**src/rtl/profiling_pkg.sv**
```systemverilog
// Shared definitions for the stream profiling controller: FSM state encoding
// and the width of the packet sequence number.
package profiling_pkg;

  localparam int SEQUENCE_WIDTH = 8;

  typedef enum logic [2:0] {
    ST_IDLE      = 3'd0,
    ST_RUN       = 3'd1,
    ST_FLUSH     = 3'd2,
    ST_TERMINATE = 3'd3,
    ST_REPORT    = 3'd4
  } state_t;

endpackage

```
**src/rtl/saturating_counter.sv**
```systemverilog
// Up-counter that sticks at all-ones instead of wrapping; clear has priority
// over increment so a new run always starts from zero.
module saturating_counter #(
  parameter int WIDTH = 32
) (
  input  logic             clock,
  input  logic             reset,
  input  logic             clear,
  input  logic             increment,
  output logic [WIDTH-1:0] value
);

  logic [WIDTH-1:0] r_value;

  always_ff @(posedge clock) begin
    if (reset || clear) begin
      r_value <= '0;
    end else if (increment && (r_value != '1)) begin
      r_value <= r_value + WIDTH'(1);
    end
  end

  assign value = r_value;

endmodule

```
**src/rtl/stream_profiling_controller.sv**
```systemverilog
// Gates the processor enable, passes ingress/egress streams through and
// profiles each packet; a timed-out run is closed with a synthetic last beat.
module stream_profiling_controller
  import profiling_pkg::*;
#(
  parameter int          DATA_IN_SIZE   = 8,
  parameter int          DATA_OUT_SIZE  = 8,
  parameter int          COUNTER_WIDTH  = 32,
  parameter int unsigned TIMEOUT_CYCLES = 0
) (
  input  logic                      clock,
  input  logic                      reset,

  input  logic [DATA_IN_SIZE-1:0]   data_ingress_in,
  input  logic                      valid_ingress_in,
  output logic                      ready_ingress_in,
  input  logic                      last_ingress_in,

  output logic [DATA_IN_SIZE-1:0]   data_ingress_out,
  output logic                      valid_ingress_out,
  input  logic                      ready_ingress_out,
  output logic                      last_ingress_out,

  output logic                      enable,

  input  logic [DATA_OUT_SIZE-1:0]  data_egress_in,
  input  logic                      valid_egress_in,
  output logic                      ready_egress_in,
  input  logic                      last_egress_in,

  output logic [DATA_OUT_SIZE-1:0]  data_egress_out,
  output logic                      valid_egress_out,
  input  logic                      ready_egress_out,
  output logic                      last_egress_out,

  output logic [COUNTER_WIDTH-1:0]  clock_cycles,
  output logic [COUNTER_WIDTH-1:0]  stall_cycles,
  output logic                      timed_out,
  output logic [SEQUENCE_WIDTH-1:0] sequence_number,
  output logic                      report_valid,
  input  logic                      report_ready
);

  // One spare bit so the "next count" never overflows before the compare.
  localparam int CMP_W = (COUNTER_WIDTH >= 32) ? COUNTER_WIDTH + 1 : 33;

  state_t                    r_state;
  logic                      r_ingressClosed;
  logic                      r_timedOut;
  logic [SEQUENCE_WIDTH-1:0] r_sequence;

  logic                      w_inRun;
  logic                      w_enterRun;
  logic                      w_ingressLastAccept;
  logic                      w_egressLastAccept;
  logic                      w_flushLastAccept;
  logic                      w_stallIncrement;
  logic                      w_timeoutHit;
  logic [COUNTER_WIDTH-1:0]  w_clockCycles;
  logic [COUNTER_WIDTH-1:0]  w_stallCycles;
  logic [CMP_W-1:0]          w_cyclesNext;

  assign w_inRun             = (r_state == ST_RUN);
  assign w_enterRun          = (r_state == ST_IDLE) && valid_ingress_in;
  assign w_ingressLastAccept = w_inRun && !r_ingressClosed && valid_ingress_in
                               && ready_ingress_out && last_ingress_in;
  assign w_egressLastAccept  = w_inRun && valid_egress_in && ready_egress_out
                               && last_egress_in;
  assign w_flushLastAccept   = (r_state == ST_FLUSH) && valid_ingress_in && last_ingress_in;
  assign w_stallIncrement    = w_inRun && valid_egress_in && !ready_egress_out;

  // The timeout fires on the RUN cycle whose increment brings the count to the limit.
  assign w_cyclesNext = CMP_W'(w_clockCycles) + CMP_W'(1);
  assign w_timeoutHit = (TIMEOUT_CYCLES != 0) && w_inRun
                        && (w_cyclesNext == CMP_W'(TIMEOUT_CYCLES));

  saturating_counter #(
    .WIDTH(COUNTER_WIDTH)
  ) u_cycleCounter (
    .clock    (clock),
    .reset    (reset),
    .clear    (w_enterRun),
    .increment(w_inRun),
    .value    (w_clockCycles)
  );

  saturating_counter #(
    .WIDTH(COUNTER_WIDTH)
  ) u_stallCounter (
    .clock    (clock),
    .reset    (reset),
    .clear    (w_enterRun),
    .increment(w_stallIncrement),
    .value    (w_stallCycles)
  );

  always_ff @(posedge clock) begin
    if (reset) begin
      r_state         <= ST_IDLE;
      r_ingressClosed <= 1'b0;
      r_timedOut      <= 1'b0;
      r_sequence      <= '0;
    end else begin
      case (r_state)
        ST_IDLE: begin
          if (valid_ingress_in) begin
            r_state         <= ST_RUN;
            r_ingressClosed <= 1'b0;
            r_timedOut      <= 1'b0;
          end
        end
        ST_RUN: begin
          if (w_ingressLastAccept) begin
            r_ingressClosed <= 1'b1;
          end
          // A real egress last beats a coincident timeout.
          if (w_egressLastAccept) begin
            r_state <= ST_REPORT;
          end else if (w_timeoutHit) begin
            r_timedOut <= 1'b1;
            r_state    <= (r_ingressClosed || w_ingressLastAccept) ? ST_TERMINATE : ST_FLUSH;
          end
        end
        ST_FLUSH: begin
          if (w_flushLastAccept) begin
            r_state <= ST_TERMINATE;
          end
        end
        ST_TERMINATE: begin
          if (ready_egress_out) begin
            r_state <= ST_REPORT;
          end
        end
        ST_REPORT: begin
          if (report_ready) begin
            r_state    <= ST_IDLE;
            r_sequence <= r_sequence + SEQUENCE_WIDTH'(1);
          end
        end
        default: r_state <= ST_IDLE;
      endcase
    end
  end

  always_comb begin
    enable            = 1'b0;
    ready_ingress_in  = 1'b0;
    valid_ingress_out = 1'b0;
    data_ingress_out  = '0;
    last_ingress_out  = 1'b0;
    ready_egress_in   = 1'b0;
    valid_egress_out  = 1'b0;
    data_egress_out   = '0;
    last_egress_out   = 1'b0;
    report_valid      = 1'b0;
    case (r_state)
      ST_RUN: begin
        enable = 1'b1;
        if (!r_ingressClosed) begin
          ready_ingress_in  = ready_ingress_out;
          valid_ingress_out = valid_ingress_in;
          data_ingress_out  = data_ingress_in;
          last_ingress_out  = last_ingress_in;
        end
        ready_egress_in  = ready_egress_out;
        valid_egress_out = valid_egress_in;
        data_egress_out  = data_egress_in;
        last_egress_out  = last_egress_in;
      end
      // Upstream is drained so the collector never blocks on a dead run.
      ST_FLUSH: begin
        ready_ingress_in = 1'b1;
      end
      ST_TERMINATE: begin
        valid_egress_out = 1'b1;
        last_egress_out  = 1'b1;
      end
      ST_REPORT: begin
        report_valid = 1'b1;
      end
      default: ;
    endcase
  end

  assign clock_cycles    = w_clockCycles;
  assign stall_cycles    = w_stallCycles;
  assign timed_out       = r_timedOut;
  assign sequence_number = r_sequence;

endmodule
```
**config.mk**
```make
export PLATFORM = sky130hd
export DESIGN_NAME = stream_profiling_controller
export DESIGN_NICKNAME = d
export VERILOG_FILES = /design/src/rtl/profiling_pkg.sv /design/src/rtl/saturating_counter.sv /design/src/rtl/stream_profiling_controller.sv
export SDC_FILE = /design/constraint.sdc
export NUM_CORES = 1
export LEC_CHECK = 0
export BUFFER_PORTS_ARGS = -buffer_cell sky130_fd_sc_hd__buf_2
export CAP_MARGIN = 40
export CORE_ASPECT_RATIO = 0.8
export CORE_MARGIN = 3
export CORE_UTILIZATION = 40
export CTS_BUF_LIST = sky130_fd_sc_hd__clkbuf_8
export DETAILED_ROUTE_END_ITERATION = 10
export PLACE_DENSITY_LB_ADDON = 0.3
export SLEW_MARGIN = 20
export SYNTH_ARGS = -nofsm -noshare
export SYNTH_HDL_FRONTEND = slang
export SYNTH_SLANG_ARGS = --single-unit
```
**constraint.sdc**
```tcl
create_clock -name clock -period 2.55 [get_ports clock]
set_clock_uncertainty 0.15 [all_clocks]
set_input_delay 0.1275 -clock clock [delete_from_list [all_inputs] [get_ports clock]]
set_output_delay 0.1275 -clock clock [all_outputs]
set_load 0.1 [all_outputs]
```
==> flow_summary_export.csv <==
group,metric,value,unit
setup_path,end_kind,"register",
setup_path,setup.worst_path.start_class,"primary input",
sta,clock.fmax,417,MHz
placement,gp_congestion,0.841,
min_path,worstHoldPathCells,5,
floorplan,die-area,11200,µm²
setup_path,slowest_delay,0.53,ns
setup_path,slowest_stage,"dlygate4sd3_1",
sta,fin_crit_sh,0.940,
floorplan,rows,31,
setup_path,reg2reg_from,"r_state[2]$_SDFFE_PP0P_",
logic_synthesis,ys.flop_type,"dfxtp_1",
route,routed_via_density,5.55,
status,status,"complete, no violations",
pwr,peakVddDrop,260,µV
logic_synthesis,yosysWarnings,0,
grt,grt_start_max_net_pins,24,
clocking,cts_tree,"built",
grt,grt_pass1_wl,18500,µm
placement,io_buffers,120,
clocking,clk_pin_slew,0.08,ns
clocking,root_buffer,"clkbuf_8",
route,initialDrtViolationCount,282,
placement,place_ws,0.108,ns
grt,grt_remaining_overflow,0,
sta,tightest_slew,0.612,ns
route,antenna_left,0,
clocking,clk_latency,0.35,ns
min_path,holdCritStartpoint,"valid_ingress_in",
sta,rsz0062_at_grt,"no",
sta,fin_crit,2.40,ns
logic_synthesis,syn_inst,473,
route,avgRoutedWirePerCell,14.7,µm
sta,holdWs,0.0462,ns
clocking,htreeDepth,3,
logic_synthesis,synth.distinct_cells,53,
logic_synthesis,avgSynthCellArea,8.38,µm²
setup_path,crit_required,2.69,ns
logic_synthesis,ys_async_sr_fraction,0,
sta,final.setup.worst_slack,0.153,ns
floorplan,fp.dieW,117,µm
route,wl,10900,µm
pwr,p_leak,2.03,nW
setup_path,critPathKind,"primary input to register",
min_path,worstHoldEndpoint,"r_state[0]$_SDFFE_PP0P_",
floorplan,ios,122,
setup_path,path_cells,"dlygate4sd3_1 > buf_2 > nor2b_1 > nand4_1 > a2111o_1 > or3_1 > a21oi_1",
floorplan,initial_core_util,0.424,
grt,track_usage,0.200,
pwr,power_density,466,nW/µm²
pwr,finalPower,2.43,mW
grt,antenna_found_initial,0,
setup_path,r2r_setup_slack,0.21,ns
logic_synthesis,ys_seq_elements,76,
cells_and_area,antenna_cells,0,
min_path,hp-class,"primary input to register",
clocking,cts_made_buffers,9,
cells_and_area,syn_to_final_growth,31.7,%
cells_and_area,nets,632,
floorplan,core_area,9350,µm²
clocking,clock_path_buffers,2,
cells_and_area,fill_cells,864,
grt,grt_pass1_vias,3930,
route,drc,0,
setup_path,timing.rr.end,"u_cycleCounter.value[15]$_SDFFE_PP0P_",
route,vias,4108,
logic_synthesis,synth_edf_count,0,
job,cap_violations,0,
logic_synthesis,netlist_area,3970,µm²
route,drt_first_pass_iters,5,
logic_synthesis,synth_seq_area_share,0.384,
sta,relSlewSlack,0.582,
sta,final_hold_viol_count,0,
cells_and_area,drive_gt1_frac,0.370,
clocking,cts.sinks,76,
setup_path,path_max_fanout,9,
logic_synthesis,syn-num-nets,501,
setup_path,ff2ff_path_depth,6,
sta,setup_viol,0,
sta,drv_slew,0,
floorplan,die_h,95.1,µm
placement,hpwl,8210,µm
setup_path,arrival,2.54,ns
-- how the worst max path moves through the flow --
stage,from,slack (ns),endpoint,cells past startpoint
2_1_floorplan,u_stallCounter.value[28]$_SDFFE_PP0P_,-0.03,u_stallCounter.value[7]$_SDFFE_PP0P_,7
3_3_place_gp,r_state[2]$_SDFFE_PP0P_,0.21,u_cycleCounter.value[16]$_SDFFE_PP0P_,7
4_1_cts,u_cycleCounter.value[0]$_SDFFE_PP0P_,0.09,u_cycleCounter.value[26]$_SDFFE_PP0P_,6
3_5_place_dp,u_cycleCounter.value[0]$_SDFFE_PP0P_,0.11,u_cycleCounter.value[26]$_SDFFE_PP0P_,6
5_1_grt,ready_egress_out,0.05,u_stallCounter.value[16]$_SDFFE_PP0P_,7
6_report,ready_egress_out,0.15,u_stallCounter.value[28]$_SDFFE_PP0P_,7
-- area by class of cell --
type                            count  area, µm²  area share
Clock buffer                       12        165      0.0316
Inverter                           10       50.0     0.00959
Clock inverter                      3       15.0     0.00288
Multi-Input combinational cell    366       2290       0.440
Tap cell                          132        165      0.0316
Sequential cell                    76       1610       0.308
Timing Repair Buffer              141        923       0.177
-- cells in the mapped netlist (3+ instances only) --
master | n | share of area
nor2_1 | 42 | 0.040
xor2_1 | 11 | 0.024
ha_1 | 3 | 0.0095
o21ai_0 | 24 | 0.030
inv_1 | 9 | 0.0085
nor4_1 | 5 | 0.0079
o31ai_1 | 13 | 0.025
or4_1 | 16 | 0.030
buf_6 | 4 | 0.011
clkbuf_1 | 10 | 0.0095
nand4_1 | 26 | 0.041
a21oi_1 | 41 | 0.052
or3_1 | 23 | 0.036
xnor2_1 | 15 | 0.033
dfxtp_1 | 76 | 0.38
buf_1 | 3 | 0.0028
and3_1 | 6 | 0.0095
nor3_1 | 4 | 0.0050
nand3_1 | 18 | 0.023
mux2i_1 | 3 | 0.0076
buf_4 | 3 | 0.0057
a31o_2 | 3 | 0.0066
and4_1 | 10 | 0.022
nand2_1 | 33 | 0.031
o211ai_1 | 4 | 0.0076
and2_1 | 24 | 0.038
or2_2 | 3 | 0.0047
nand2b_1 | 3 | 0.0047
a2111oi_0 | 4 | 0.0088
-- per-stage QoR --
stage                     setup TNS (ns)  cells  instance area (µm²)  utilization
after floorplan                   -0.128    473                 4070            -
after global placement                 0    719                 4970        0.532
after detailed placement               0    719                 4970        0.532
after CTS                              0    740                 5220        0.558
after global routing                   0    740                 5220        0.558
final                                  0    740                 5220        0.558
-- kinds of logic after synthesis --
| group | synth area share |
|---|---|
| AND/OR/NAND/NOR | 0.332 |
| adder cells (fa/ha/maj) | 0.00947 |
| other | 0.000946 |
| AO/OA/AOI/OAI | 0.166 |
| flip-flops | 0.384 |
| buffers and inverters | 0.0432 |
| multiplexers | 0.00757 |
| XOR/XNOR | 0.0574 |
-- per-layer routing --
| layer | share of wire | GRT usage | vias up |
|---|---|---|---|
| met2 | 0.46 | 0.334 | 140 |
| li1 | - | - | 2024 |
| met5 | 0 | 0 | - |
| met1 | 0.46 | 0.256 | 1932 |
| met3 | 0.067 | 0.0563 | 12 |
| met4 | 0.0099 | 0.0566 | 0 |
-- cell usage in the layout, fill, tap and decap left out, types with 3 or more instances in the layout --
master         instances
xnor2_1               15
clkbuf_8              12
or4_1                 15
and2_2                10
dlygate4sd3_1          6
or2_2                  3
nand2_1               33
or3_1                 23
nor4_1                 5
and3_1                 6
buf_2                110
buf_4                 15
dfxtp_2               41
mux2i_1                3
a2111oi_0              4
buf_12                10
and2_1                15
nand3_1               18
o21ai_0               24
nor2_1                41
nand2b_1               3
ha_1                   3
nand4_1               26
inv_1                 11
dfxtp_1               26
a31o_2                 3
xor2_1                11
nor3_1                 3
a21oi_1               41
o31ai_1               13
dfxtp_4                9
and4_1                10
o211ai_1               4
-- registers in the layout (all words and copies together), names as in the netlist --
| name | cells |
|---|---|
| sequence_number | 8 |
| u_stallCounter.value | 32 |
| r_ingressClosed | 1 |
| r_state | 3 |
| u_cycleCounter.value | 32 |
-- worst max-delay path, delay by kind of cell --
family	cells	cell delay [ns]
buffers and inverters	2	0.68
AND/OR/NAND/NOR	3	1.13
AO/OA/AOI/OAI	2	0.59
-- where the power goes --
group	leakage, nW	internal [mW]	switching, mW
clock	0.0971	0.421	0.420
sequential	0.641	1.18	0.00361
combinational	1.29	0.105	0.300
-- repair_timing --
| item | CTS | global route |
|---|---|---|
| hold endpoints to repair | 12 | 0 |
| endpoints found under the setup margin | 4 | 11 |
| gates resized for setup | 1 | 1 |
| hold buffers | 6 | 0 |
| setup buffers | 0 | 0 |
Note: power is estimated with default switching activity, not from simulation.
